## src/rtl/cnt_seq_ctrl.sv

```systemverilog
// Command sequencer for the switch-loaded counter: synchronises and debounces the key,
// then issues a single load strobe and, while the key is held, gated auto-repeat increments.
module cnt_seq_ctrl #(
    parameter int W          = 10,
    parameter int DB_CYCLES  = 16,
    parameter int REP_DELAY  = 64,
    parameter int REP_PERIOD = 16,
    parameter int THRESH     = 4
) (
    input  logic         clk,
    input  logic         reset,
    input  logic [W-1:0] sw,
    input  logic         key_cmd,
    output logic         ld_stb,
    output logic [W-1:0] ld_data,
    output logic         inc_stb,
    output logic         event_o,
    output logic [2:0]   state_o
);

    localparam int PC_W    = $clog2(W + 1);
    localparam int DB_W    = $clog2(DB_CYCLES + 1);
    localparam int REP_MAX = (REP_DELAY > REP_PERIOD) ? REP_DELAY : REP_PERIOD;
    localparam int TMR_W   = $clog2(REP_MAX + 1);

    localparam logic [DB_W-1:0]  DB_LAST     = DB_W'(DB_CYCLES - 1);
    localparam logic [TMR_W-1:0] DELAY_LAST  = TMR_W'(REP_DELAY - 1);
    localparam logic [TMR_W-1:0] PERIOD_LAST = TMR_W'(REP_PERIOD - 1);
    localparam logic [PC_W-1:0]  THRESH_C    = PC_W'(THRESH);

    localparam logic [2:0] S_IDLE     = 3'd0;
    localparam logic [2:0] S_LOAD     = 3'd1;
    localparam logic [2:0] S_ARM      = 3'd2;
    localparam logic [2:0] S_REPEAT   = 3'd3;
    localparam logic [2:0] S_WAIT_REL = 3'd4;

    logic             r_sync1;
    logic             r_key_s;
    logic [W-1:0]     r_sw_s;
    logic             r_event;
    logic             r_key_db;
    logic             r_key_db_d;
    logic [DB_W-1:0]  r_db_cnt;
    logic [2:0]       r_state;
    logic [TMR_W-1:0] r_timer;
    logic             r_ld_stb;
    logic             r_inc_stb;
    logic [W-1:0]     r_ld_data;

    logic [PC_W-1:0]  w_popcount;
    logic             w_press;
    logic             w_release;
    logic [2:0]       w_state_next;
    logic [TMR_W-1:0] w_timer_next;
    logic             w_ld_next;
    logic             w_inc_next;

    // The synchronizer keeps tracking the pin through reset, so a key held across
    // reset is already settled when the debouncer restarts from a cleared level.
    always_ff @(posedge clk) begin
        r_sync1 <= key_cmd;
        r_key_s <= r_sync1;
    end

    always_comb begin
        w_popcount = '0;
        for (int i = 0; i < W; i++) begin
            w_popcount = w_popcount + PC_W'(r_sw_s[i]);
        end
    end

    always_ff @(posedge clk) begin
        if (reset) begin
            r_sw_s     <= '0;
            r_event    <= 1'b0;
            r_key_db   <= 1'b0;
            r_key_db_d <= 1'b0;
            r_db_cnt   <= '0;
        end else begin
            r_sw_s     <= sw;
            r_event    <= (w_popcount >= THRESH_C);
            r_key_db_d <= r_key_db;
            if (r_key_s != r_key_db) begin
                if (r_db_cnt == DB_LAST) begin
                    r_key_db <= r_key_s;
                    r_db_cnt <= '0;
                end else begin
                    r_db_cnt <= r_db_cnt + 1'b1;
                end
            end else begin
                r_db_cnt <= '0;
            end
        end
    end

    assign w_press   = r_key_db & ~r_key_db_d;
    assign w_release = ~r_key_db;

    always_ff @(posedge clk) begin
        if (reset) begin
            r_state   <= S_IDLE;
            r_timer   <= '0;
            r_ld_stb  <= 1'b0;
            r_inc_stb <= 1'b0;
            r_ld_data <= '0;
        end else begin
            r_state   <= w_state_next;
            r_timer   <= w_timer_next;
            r_ld_stb  <= w_ld_next;
            r_inc_stb <= w_inc_next;
            if (w_ld_next) begin
                r_ld_data <= r_sw_s;
            end
        end
    end

    // Release has priority over an event drop; unused codes fall back to IDLE.
    always_comb begin
        w_state_next = r_state;
        w_timer_next = '0;
        case (r_state)
            S_IDLE: begin
                if (w_press) w_state_next = S_LOAD;
            end
            S_LOAD: begin
                w_state_next = r_event ? S_ARM : S_WAIT_REL;
            end
            S_ARM: begin
                w_timer_next = (r_timer == DELAY_LAST) ? '0 : r_timer + 1'b1;
                if (w_release)                  w_state_next = S_IDLE;
                else if (!r_event)              w_state_next = S_WAIT_REL;
                else if (r_timer == DELAY_LAST) w_state_next = S_REPEAT;
            end
            S_REPEAT: begin
                w_timer_next = (r_timer == PERIOD_LAST) ? '0 : r_timer + 1'b1;
                if (w_release)     w_state_next = S_IDLE;
                else if (!r_event) w_state_next = S_WAIT_REL;
            end
            S_WAIT_REL: begin
                if (w_release) w_state_next = S_IDLE;
            end
            default: begin
                w_state_next = S_IDLE;
            end
        endcase
    end

    always_comb begin
        w_ld_next  = (r_state == S_LOAD);
        w_inc_next = r_key_db && r_event &&
                     (((r_state == S_ARM)    && (r_timer == DELAY_LAST)) ||
                      ((r_state == S_REPEAT) && (r_timer == PERIOD_LAST)));
    end

    assign ld_stb  = r_ld_stb;
    assign ld_data = r_ld_data;
    assign inc_stb = r_inc_stb;
    assign event_o = r_event;
    assign state_o = r_state;

endmodule
```

## config.mk

```make
export PLATFORM = sky130hd
export DESIGN_NAME = cnt_seq_ctrl
export DESIGN_NICKNAME = d
export VERILOG_FILES = /design/src/rtl/cnt_seq_ctrl.sv
export SDC_FILE = /design/constraint.sdc
export NUM_CORES = 1
export LEC_CHECK = 0
export BUFFER_PORTS_ARGS = -buffer_cell sky130_fd_sc_hd__clkbuf_2
export CAP_MARGIN = 20
export CORE_AREA = 2 2 54 94
export CTS_CLUSTER_DIAMETER = 150
export DETAILED_ROUTE_END_ITERATION = 16
export DIE_AREA = 0 0 56 96
export GPL_TIMING_DRIVEN = 0
export SLEW_MARGIN = 20
export SYNTH_ARGS = -nofsm -noshare
export SYNTH_HDL_FRONTEND = slang
export SYNTH_SLANG_ARGS = --single-unit
```

## constraint.sdc

```tcl
create_clock -name clk -period 4.3 [get_ports clk]
set_clock_uncertainty 0.15 [all_clocks]
set_input_delay 0.43 -clock clk [delete_from_list [all_inputs] [get_ports clk]]
set_output_delay 0.43 -clock clk [all_outputs]
set_load 0.01 [all_outputs]
```

==> metrics <==
post-DR wirelength/cell 11.3 microns; 1st-iter DRT viols 31; leakage 0.000824 uW; Clock power frac 36.3%; Place WS 1.65 ns; DRC Markers 0; GPL Wtd Cong 0.721; post-DP HPWL 2220 microns; area post-placement 1940 sq um; Synth Instances 172; post_cts resized 0; endpoints failing setup 0; Synth Warn # 0; sequential power share 57.4%; clk slew on worst S/H paths 0.08 ns; register area share after synthesis 48.3%; Synth area leaders dfxtp_1, mux2i_1, fa_1; design area 2030 sq um; P_sw 156 uW; PD cells 347 nW/um^2; vias in the first global route 1122; # port buffers 27; r2r setup slk 1.66 ns; Diodes inserted 0; EDFF count, synth 0; critical path type reg2reg; setup slack after layout 1.66 ns; status completed; Internal 548 uW; Die Wd 56 microns; Switching Share 22.2%; FF+latch count, synth 42; layout cell share with drive strength beyond 1 21.3%; fin crit share 61.4%; Setup crit end kind flip-flop; Max Cap Violations 0; Hold Crit Class in2reg; area grow syn2layout 16.8%; Via-to-Cell Ratio 4.69; Hold-fix buffers, CTS 0; NumNets Final 228; Critical R2R Launch r_sw_s[0]; CTS tree built; CTS buffer count 5; num rows 33; Final Hold Viols 0; VDD IR max 0.216 mV; first-pass GRT wire length 5080 microns; total core area 4620 sq um; worst-skew pair later-pin latency 0.29 ns; DR pass1 iterations 4; Power Total 704 uW; Syn Area/Cell 10.1 sq um; setup_tns 0 ns; Die ar. 5380 sq um; Setup Fix Bufs, Post-CTS 0; Yosys top cell by area dfxtp_1; net count after synthesis 194; Worst Max-Slew Pin Slew 0.459 ns; CP startpoint r_sw_s[0]; H-tree level count 2; Clock Tree Root clkbuf_8; Slew Limit Fails 0; Main synth FF type dfxtp_1; Filler cells 478; RSZ-0062 raised after global routing no; CP Data Required Time 4.31 ns; CP Launch Type flip-flop; top cell type's share of synthesized area 48.3%; Routed WL 2940 microns; Mapped Area 1740 sq um; Die H 96 microns; Max-slew headroom 69.4%; fmax 378 MHz; largest net degree at the start of global routing 13; Initial Util 37.6%; initial antenna violation count 0; Gate power share 6.3%; clk buf depth 2; worst r2r path cells 10; overall routing resource usage 12.1%; Async SR Flop Fraction 0%; reg2reg end event_o; fin crit period 2.64 ns; DRT antenna net count 0; Critical Path End event_o; vias 1215; CP max FO 2; I/O pin count 29; Worst EP arrival 2.66 ns; library cells used by synthesis 35; Clock Sinks 42; grt ovf 0
-- final cells by class --
cell class / instances / area, sq um / area share (%)
Clock buffer: 7 / 86.3 / 4.25
Tap cell: 52 / 65.1 / 3.20
Clock inverter: 1 / 5.00 / 0.246
Timing Repair Buffer: 27 / 135 / 6.65
Inverter: 13 / 48.8 / 2.40
Buffer: 7 / 37.5 / 1.85
Sequential cell: 42 / 841 / 41.4
Multi-Input combinational cell: 110 / 812 / 40.0
-- registers in the layout (all words and copies together), names as in the netlist --
register / cells
ld_data: 10
r_sw_s: 10
r_timer: 7
r_db_cnt: 5
state_o: 3
event_o: 1
inc_stb: 1
ld_stb: 1
r_key_db: 1
r_key_db_d: 1
r_key_s: 1
r_sync1: 1
-- metal layers --
| metal | global-route usage, % | vias to the layer above | part of all wire [%] |
|---|---|---|---|
| met1 | 13.2 | 548 | 43 |
| met3 | 2.96 | 6 | 3.7 |
| met4 | 6.55 | 0 | 2.3 |
| met5 | 0 | - | 0 |
| li1 | - | 633 | - |
| met2 | 21.3 | 28 | 51 |
-- cells by family (layout without fill, tap and decap cells) --
family	Yosys count	in the layout	synth area share [%]
AO/OA/AOI/OAI	14	14	5.97
XOR/XNOR	5	5	2.52
adder cells (fa/ha/maj)	9	9	8.63
buffers and inverters	20	55	4.96
flip-flops	42	42	48.3
multiplexers	13	13	7.48
AND/OR/NAND/NOR	69	69	22.1
-- through the flow --
stage	instances	utilization, %	hold slack (ns)
after floorplan	172	-	0.160
after global placement	251	41.9	0.162
after detailed placement	251	41.9	0.162
after CTS	259	43.9	0.0796
after global routing	259	43.9	0.0796
final	259	43.9	0.0872
-- synthesized netlist by cell type, types with 2 or more instances --
| cell | instances |
|---|---|
| dfxtp_1 | 42 |
| nor2_1 | 26 |
| inv_1 | 13 |
| mux2i_1 | 13 |
| nor2b_1 | 11 |
| nand3_1 | 6 |
| fa_1 | 5 |
| nand2_1 | 5 |
| a21oi_1 | 4 |
| ha_1 | 4 |
| and3_1 | 3 |
| buf_2 | 3 |
| nand2b_1 | 3 |
| nor3_1 | 3 |
| xnor2_1 | 3 |
| a32o_1 | 2 |
| buf_4 | 2 |
| clkbuf_1 | 2 |
| o21ai_0 | 2 |
| o2bb2ai_1 | 2 |
| or2_1 | 2 |
| or4b_1 | 2 |
| xor2_1 | 2 |
-- how the worst min path moves through the flow --
| stage | start | end | slack, ns | depth (start not counted) |
|---|---|---|---|---|
| CTS | key_cmd | r_sync1 | 0.08 | 1 |
| floorplan | r_sync1 | r_key_s | 0.16 | 0 |
| finish | key_cmd | r_sync1 | 0.09 | 1 |
| global route | key_cmd | r_sync1 | 0.08 | 1 |
| detailed placement | r_sync1 | r_key_s | 0.16 | 0 |
| global placement | r_sync1 | r_key_s | 0.16 | 0 |
-- worst max-delay path, stage by stage, from the launching register on --
cell and delay [ns]:
dfxtp_1 0.34, inv_1 0.06, fa_1 0.49, fa_1 0.39, inv_1 0.08, fa_1 0.42, ha_1 0.30, nand2_1 0.06
nor2_1 0.03, nor3_1 0.13, nor2_1 0.05
-- power by group through the flow --
stage | Clock [uW] | Combinational [uW] | Sequential [uW]
2_1_floorplan | 0 | 29.9 | 412
3_3_place_gp | 0 | 45.0 | 413
3_5_place_dp | 0 | 45.1 | 413
4_1_cts | 266 | 45.8 | 404
5_1_grt | 279 | 52.2 | 405
6_report | 256 | 44.1 | 404
-- placed cells by master, fill, tap and decap left out, types with 2 or more instances in the layout --
cell        n
a21oi_1     4
a32o_1      2
and3_1      3
buf_2       3
buf_4       2
clkbuf_1    3
clkbuf_2   27
clkbuf_8    6
dfxtp_1    42
fa_1        5
ha_1        4
inv_1      13
mux2i_1    13
nand2_1     5
nand2b_1    3
nand3_1     6
nor2_1     26
nor2b_1    11
nor3_1      3
o21ai_0     2
o2bb2ai_1   2
or2_1       2
or4b_1      2
xnor2_1     3
xor2_1      2
Power figures use the tool's default switching activity.
